--- config.mk ---
export PLATFORM = sky130hd
export DESIGN_NAME = conversor_bcd_resultado_flat
export DESIGN_NICKNAME = d
export VERILOG_FILES = /design/src/rtl/conversor_bcd_resultado_if.sv /design/src/rtl/conversor_bcd_resultado.sv /design/src/flat_wrapper.sv
export SDC_FILE = /design/constraint.sdc
export NUM_CORES = 1
export LEC_CHECK = 0
export CAP_MARGIN = 20
export CORE_AREA = 2 2 64 96
export CTS_BUF_LIST = sky130_fd_sc_hd__clkbuf_4 sky130_fd_sc_hd__clkbuf_8
export CTS_CLUSTER_DIAMETER = 50
export DETAILED_ROUTE_END_ITERATION = 7
export DIE_AREA = 0 0 66 98
export GPL_ROUTABILITY_DRIVEN = 0
export HOLD_SLACK_MARGIN = 0.06
export PLACE_DENSITY = 0.88
export SLEW_MARGIN = 20
export SYNTH_ARGS = -nofsm -noshare
export SYNTH_HDL_FRONTEND = slang
export SYNTH_SLANG_ARGS = --single-unit
export TNS_END_PERCENT = 50
--- constraint.sdc ---
create_clock -name clk -period 3.5 [get_ports clk]
set_input_delay 0.525 -clock clk [delete_from_list [all_inputs] [get_ports clk]]
set_output_delay 0.525 -clock clk [all_outputs]
set_load 0.005 [all_outputs]
--- src/rtl/conversor_bcd_resultado_if.sv ---
// Interface between the Booth multiplier side (master) and the BCD converter (slave).
interface conversor_bcd_resultado_if;
    logic        inicio;
    logic [15:0] resultado;
    logic        signo;
    logic [19:0] bcd;
    logic        valido;
    logic        ocupado;

    modport master (
        output inicio,
        output resultado,
        input  signo,
        input  bcd,
        input  valido,
        input  ocupado
    );

    modport slave (
        input  inicio,
        input  resultado,
        output signo,
        output bcd,
        output valido,
        output ocupado
    );
endinterface

--- src/rtl/conversor_bcd_resultado.sv ---
// Signed 16-bit product to sign + five BCD digits, one double-dabble step per cycle.
// Optional macro CONV_BCD_BLANK_EN: replace leading zero digits (never units) with 0xF.
module conversor_bcd_resultado (
    input logic                          clk,
    input logic                          rst,
    conversor_bcd_resultado_if.slave     bus
);

    typedef enum logic [1:0] {StIdle, StConvierte, StListo} state_e;

    state_e      state_q, state_d;
    logic [4:0]  cnt_q, cnt_d;
    logic [19:0] scratch_q, scratch_d;
    logic [15:0] mag_q, mag_d;
    logic        sign_q, sign_d;
    logic        signo_q, signo_d;
    logic [19:0] bcd_q, bcd_d;
    logic        valido_q, ocupado_q;

    logic [19:0] adjusted;
    logic [19:0] shifted;
    logic [19:0] bcd_out;

    // Add-3 correction on every digit, then shift one magnitude bit in.
    always_comb begin
        adjusted = '0;
        for (int i = 0; i < 5; i++) begin
            if (scratch_q[4*i +: 4] >= 4'd5) begin
                adjusted[4*i +: 4] = scratch_q[4*i +: 4] + 4'd3;
            end else begin
                adjusted[4*i +: 4] = scratch_q[4*i +: 4];
            end
        end
        shifted = {adjusted[18:0], mag_q[15]};
    end

    always_comb begin
        bcd_out = shifted;
`ifdef CONV_BCD_BLANK_EN
        begin
            logic leading;
            leading = 1'b1;
            for (int i = 4; i >= 1; i--) begin
                if (leading && (shifted[4*i +: 4] == 4'd0)) begin
                    bcd_out[4*i +: 4] = 4'hF;
                end else begin
                    leading = 1'b0;
                end
            end
        end
`endif
    end

    always_comb begin
        state_d   = state_q;
        cnt_d     = cnt_q;
        scratch_d = scratch_q;
        mag_d     = mag_q;
        sign_d    = sign_q;
        signo_d   = signo_q;
        bcd_d     = bcd_q;
        unique case (state_q)
            StIdle: begin
                if (bus.inicio) begin
                    sign_d    = bus.resultado[15];
                    // 0x8000 negates to itself, which is the correct unsigned 32768.
                    mag_d     = bus.resultado[15] ? (~bus.resultado + 16'd1) : bus.resultado;
                    scratch_d = '0;
                    cnt_d     = '0;
                    state_d   = StConvierte;
                end
            end
            StConvierte: begin
                scratch_d = shifted;
                mag_d     = {mag_q[14:0], 1'b0};
                cnt_d     = cnt_q + 5'd1;
                if (cnt_q == 5'd15) begin
                    bcd_d   = bcd_out;
                    signo_d = sign_q;
                    state_d = StListo;
                end
            end
            StListo: begin
                state_d = StIdle;
            end
            default: begin
                state_d = StIdle;
            end
        endcase
    end

    always_ff @(posedge clk or negedge rst) begin
        if (!rst) begin
            state_q   <= StIdle;
            cnt_q     <= '0;
            scratch_q <= '0;
            mag_q     <= '0;
            sign_q    <= 1'b0;
            signo_q   <= 1'b0;
            bcd_q     <= '0;
            valido_q  <= 1'b0;
            ocupado_q <= 1'b0;
        end else begin
            state_q   <= state_d;
            cnt_q     <= cnt_d;
            scratch_q <= scratch_d;
            mag_q     <= mag_d;
            sign_q    <= sign_d;
            signo_q   <= signo_d;
            bcd_q     <= bcd_d;
            valido_q  <= (state_d == StListo);
            ocupado_q <= (state_d != StIdle);
        end
    end

    assign bus.signo   = signo_q;
    assign bus.bcd     = bcd_q;
    assign bus.valido  = valido_q;
    assign bus.ocupado = ocupado_q;

endmodule

--- src/flat_wrapper.sv ---
// flat-port wrapper written by rule: the top's interface ports become plain ports
module conversor_bcd_resultado_flat 
  (clk, rst, bus_inicio, bus_resultado, bus_signo, bus_bcd, bus_valido, bus_ocupado);
  conversor_bcd_resultado_if bus_i ();
  input logic clk;
  input logic rst;
  input wire logic [$bits(bus_i.inicio)-1:0] bus_inicio;
  input wire logic [$bits(bus_i.resultado)-1:0] bus_resultado;
  output wire logic [$bits(bus_i.signo)-1:0] bus_signo;
  output wire logic [$bits(bus_i.bcd)-1:0] bus_bcd;
  output wire logic [$bits(bus_i.valido)-1:0] bus_valido;
  output wire logic [$bits(bus_i.ocupado)-1:0] bus_ocupado;
  assign bus_i.inicio = bus_inicio;
  assign bus_i.resultado = bus_resultado;
  assign bus_signo = bus_i.signo;
  assign bus_bcd = bus_i.bcd;
  assign bus_valido = bus_i.valido;
  assign bus_ocupado = bus_i.ocupado;
  conversor_bcd_resultado u_core (.clk(clk), .rst(rst), .bus(bus_i));
endmodule
# == Word-level counts from Yosys, hierarchy flattened ==
# Index checks and enable logic that the tools add are counted.
# totals
reg_bits,67
latchBits,0
ramBits,0
romBits,0
in_bits,19
out_inout_bits,23
wordCells,47
mem_count,0
# classes
n_addsub,7
mul,0
n_div,0
magnitude_cmp,5
eq_ne,4
shift,0
mux,15
bitwise_logic,1
reduce_logical,6
# op_table
operator,n
case mux 20 bit (2 select lines),1
two-way mux 16 bit,2
case mux 16 bit (2 select lines),1
"greater-or-equal comparator 4 x 3 -> 1 bit, second input constant",5
two-way mux 20 bit,1
"adder 16 x 1 -> 16 bit, second input constant",1
"adder 4 x 2 -> 4 bit, second input constant",4
two-way mux 4 bit,4
inverter 16 bit,1
case mux 5 bit (2 select lines),1
AND reduction 2 bit,3
"adder 5 x 1 -> 5 bit, second input constant",1
"equality test 5 x 4 -> 1 bit, second input constant",1
two-way mux 5 bit,1
two-way mux 2 bit,2
case mux 2 bit (2 select lines),1
nonzero test 2 bit,2
"adder 3 x 2 -> 3 bit, second input constant",1
two-way mux 3 bit,1
"equality test 2 x 1 -> 1 bit, second input constant",1
"equality test 2 bit, second input constant",1
zero test 2 bit,1
"!= test 2 bit, second input constant",1

# == Longest topological paths before layout ==
# depth
depth_word,5
ltp_mapped,7
depth_no_buf,7

# == Least setup slack after synthesis ==
# No wires, ideal clock.
# synth_path
kind,input -> register
startpoint,in bus_resultado[0]
endpoint,reg u_core.mag_q[14]
setup_time_ns,0.131
t_arrival_ns,1.822
t_required_ns,3.369
path_slack_ns,1.547
stages,6
path_buffers,0
cell_sequence,inv_1 -> ha_1 -> or4b_4 -> o41ai_4 -> xor2_1 -> o21ai_1
# synth_via
elab_chain_len,5
# synth_lines
element,line_no,source
start: declaration,flat_wrapper.sv:8,input wire logic [$bits(bus_i.resultado)-1:0] bus_resultado;
inverter 16 bit,conversor_bcd_resultado.sv:67,mag_d = bus.resultado[15] ? (~bus.resultado + 16'd1) : bus.resultado;
adder 16 x 1 -> 16 bit,conversor_bcd_resultado.sv:67,
two-way mux 16 bit,conversor_bcd_resultado.sv:67,
two-way mux 16 bit,conversor_bcd_resultado.sv:64,if (bus.inicio) begin
case mux 16 bit (2 select lines),conversor_bcd_resultado.sv:62,unique case (state_q)
end signal: assignment,conversor_bcd_resultado.sv:107,mag_q <= mag_d;
end: declaration,conversor_bcd_resultado.sv:14,"logic [15:0] mag_q, mag_d;"
# Every way passes these cells. The select of a mux whose other input is x is not followed.
# A chain may end at the register's enable or synchronous reset.

# == Worst setup path in the final report ==
# layout_path
startpoint,in bus_resultado[2]
endpoint,reg u_core.mag_q[13]
# The elaborated chain is that of the path after synthesis.

==> results.toml <==
[die]
rows = 34
die-width_microns = 66
dieArea_sq_um = 6470
io_pins = 42
core_area_sq_um = 5700
initial_utilization = 0.588
dieHeight_microns = 98

[yosys]
yosys.area.top_type = "dfrtp_1"
synth_nets = 369
synthArstFlopShare = 1.00
yosysSeqAreaShare = 0.500
synth_seq_cells = 67
netlist.area_leader.share = 0.500
synth_edf_count = 0
post_synth_num_cell_types = 42
avgSynthCellArea_sq_um = 9.95
synth_area_leaders = "dfrtp_1, o21ai_0, ha_1"
yosys_warnings = 0
ys.flop_type = "dfrtp_1"
netlist_area_sq_um = 3350
synth_cells = 337

[grt]
grt_use_total = 0.241
grt_pass1_vias = 2632
grt_first_pass_wirelength_microns = 11900
antenna_found_initial = 0
grt_overflow_total = 0
grt_start_max_net_pins = 38

[sta]
hold_viol_final = 0
layout_min_cycle_time_ps = 2200
rsz0062_at_grt = "false"
final_max_slew_viol_count = 0
slew_headroom = 0.347
fmax_ghz = 0.454
fin_setup_tns_ps = 0
skew_ps = 7.68
finalSetupViolations = 0
timing.final.crit_share = 0.629
worstMarginPinSlew_ps = 977

[pwr]
peakVddDrop_mv = 0.366
switching_share = 0.362
p_switching_mw = 1.29
combPwrFrac = 0.410
power.leakage_nw = 1.76
p_int_mw = 2.26
p_seq_frac = 0.383
cellPowerDensity_nw_per_um2 = 875
pwr-share-clk = 0.208

[clocking]
ctsLongestPathBuffers = 2
cts.clk_slew.worst_paths_ps = 70
cts-buffers-inserted = 9
post_cts_resized = 0
cts_root_buf = "clkbuf_8"
hold_buffers = 0
cts_tree = "done"
insertion_delay_ps = 350
cts_setup_buffers = 0
ctsHtreeMaxLevel = 3
clock-sinks = 67

[critical_path]
cp-start-kind = "input pin"
crit_path_end_kind = "flop"
critical_path_required_ps = 3780
critPathMaxFanout = 6
crit_type = "input pin to flop"
arrival_ps = 2480

[drt]
wl_per_cell_microns = 15.2
drt_iter0_drc = 169
ant_nets = 0
first_pass_iters = 4
drt_wl_total_microns = 6920
drcViolationCount = 0
vias = 2694
vias_per_cell = 5.92

[final_layout]
stdcell_count = 455
area_delta_synth_final_pct = 21.0
drive_gt1_frac = 0.0992
fillCellCount = 455
antenna_cells = 0
finalNetCount = 410

[placed_design]
io_buffers = 41
dp_cells = 439
hpwl_microns = 4920

[min_path]
min_path_type = "input pin to asynchronous set/reset pin"

[flow_run]
maxCapViolations = 0

[status]
run_status = "finished clean"
cell usage in the layout (no fill, tap or decap), drive strengths merged, types with 3 or more instances in the layout:
cell / netlist / final
a22oi: 10 / 10
clkdlybuf4s50: 0 / 40
a21oi: 12 / 12
nor2b: 4 / 4
xnor2: 7 / 7
nor3b: 10 / 10
nor3: 7 / 7
a2bb2oi: 5 / 5
buf: 2 / 6
o22ai: 14 / 14
clkbuf: 14 / 12
or4: 3 / 3
mux2: 6 / 6
nor2: 11 / 11
ha: 13 / 13
dfrtp: 67 / 67
o21ai: 51 / 51
nand2: 40 / 40
inv: 17 / 17
nand2b: 6 / 6
o41ai: 3 / 3
xor2: 10 / 10
o31ai: 6 / 6
power groups by stage:
| stage | clock network [mW] | registers, mW | logic, mW |
|---|---|---|---|
| global route | 0.775 | 1.39 | 1.65 |
| floorplan | 0 | 1.31 | 0.961 |
| finish | 0.737 | 1.36 | 1.45 |
| global placement | 0 | 1.34 | 1.36 |
| CTS | 0.745 | 1.35 | 1.47 |
| detailed placement | 0 | 1.36 | 1.45 |
critical path: stages:
cell and delay, ps:
clkdlybuf4s50_1 490, or4_1 720, nor4_2 310, mux2_2 380, nand2_1 60
per-layer routing:
layer | share of wire | up-vias | GRT usage
met3 | 0.050 | 15 | 0.0495
li1 | - | 1285 | -
met5 | 0 | - | 0
met1 | 0.37 | 1302 | 0.273
met2 | 0.55 | 92 | 0.417
met4 | 0.027 | 0 | 0.127
registers in the layout (all words and copies together), names as in the netlist:
signal and count:
u_core.bus.bcd 20, u_core.cnt_q 5, u_core.bus.valido 1, u_core.bus.signo 1
u_core.sign_q 1, u_core.state_q 2, u_core.bus.ocupado 1, u_core.mag_q 16
u_core.scratch_q 20
layout make-up:
| type | count | area [sq um] | share of cell area |
|---|---|---|---|
| timing repair buffer | 46 | 443 | 0.109 |
| clock buffer | 12 | 159 | 0.0392 |
| clock inverter | 4 | 72.6 | 0.0179 |
| sequential | 67 | 1680 | 0.413 |
| tap | 72 | 90.1 | 0.0222 |
| multi-input combinational | 236 | 1550 | 0.382 |
| inverter | 18 | 67.6 | 0.0167 |
worst paths after layout:
| path | startpoint | endpoint | slack [ps] | cells past startpoint |
|---|---|---|---|---|
| max in group asynchronous | rst | u_core.mag_q[10]$_DFFE_PN0P_ | 2630 | 2 |
| min reg2reg | u_core.bus.signo$_DFFE_PN0P_ | u_core.bus.signo$_DFFE_PN0P_ | 480 | 2 |
| min | rst | u_core.bus.bcd[6]$_DFFE_PN0P_ | 140 | 1 |
| max | bus_resultado[2] | u_core.mag_q[13]$_DFFE_PN0P_ | 1300 | 5 |
| min in group clk | u_core.bus.signo$_DFFE_PN0P_ | u_core.bus.signo$_DFFE_PN0P_ | 480 | 2 |
| max reg2reg | u_core.cnt_q[0]$_DFFE_PN0P_ | u_core.bus.bcd[0]$_DFFE_PN0P_ | 1340 | 8 |
Yosys cell counts (5+ instances only):
cell	count
a21oi_1	12
a22oi_1	10
a2bb2oi_1	5
clkbuf_1	14
dfrtp_1	67
ha_1	13
inv_1	16
mux2_2	6
nand2_1	40
nand2b_1	6
nor2_1	11
nor3_1	7
nor3b_1	10
o21ai_0	43
o21ai_1	8
o22ai_1	14
xnor2_1	7
xor2_1	10
stage by stage:
stage | total power, mW | area (sq um) | hold slack (ps) | utilization | setup slack [ps]
floorplan | 2.27 | 3350 | 229 | - | 1550
global placement | 2.71 | 3820 | 460 | 0.671 | 998
detailed placement | 2.81 | 3820 | 462 | 0.671 | 944
CTS | 3.57 | 4060 | 148 | 0.711 | 1300
global route | 3.82 | 4060 | 195 | 0.712 | 1170
finish | 3.55 | 4060 | 144 | 0.712 | 1300
cells by family (layout without fill, tap and decap cells):
group / after synthesis / in the layout / synth area share
adder cells (fa/ha/maj): 13 / 13 / 0.0485
multiplexers: 7 / 7 / 0.0231
AO/OA/AOI/OAI: 107 / 107 / 0.205
flip-flops: 67 / 67 / 0.500
XOR/XNOR: 17 / 17 / 0.0444
AND/OR/NAND/NOR: 92 / 92 / 0.140
buffers and inverters: 34 / 80 / 0.0388
Note: power is estimated with default switching activity, not from simulation.
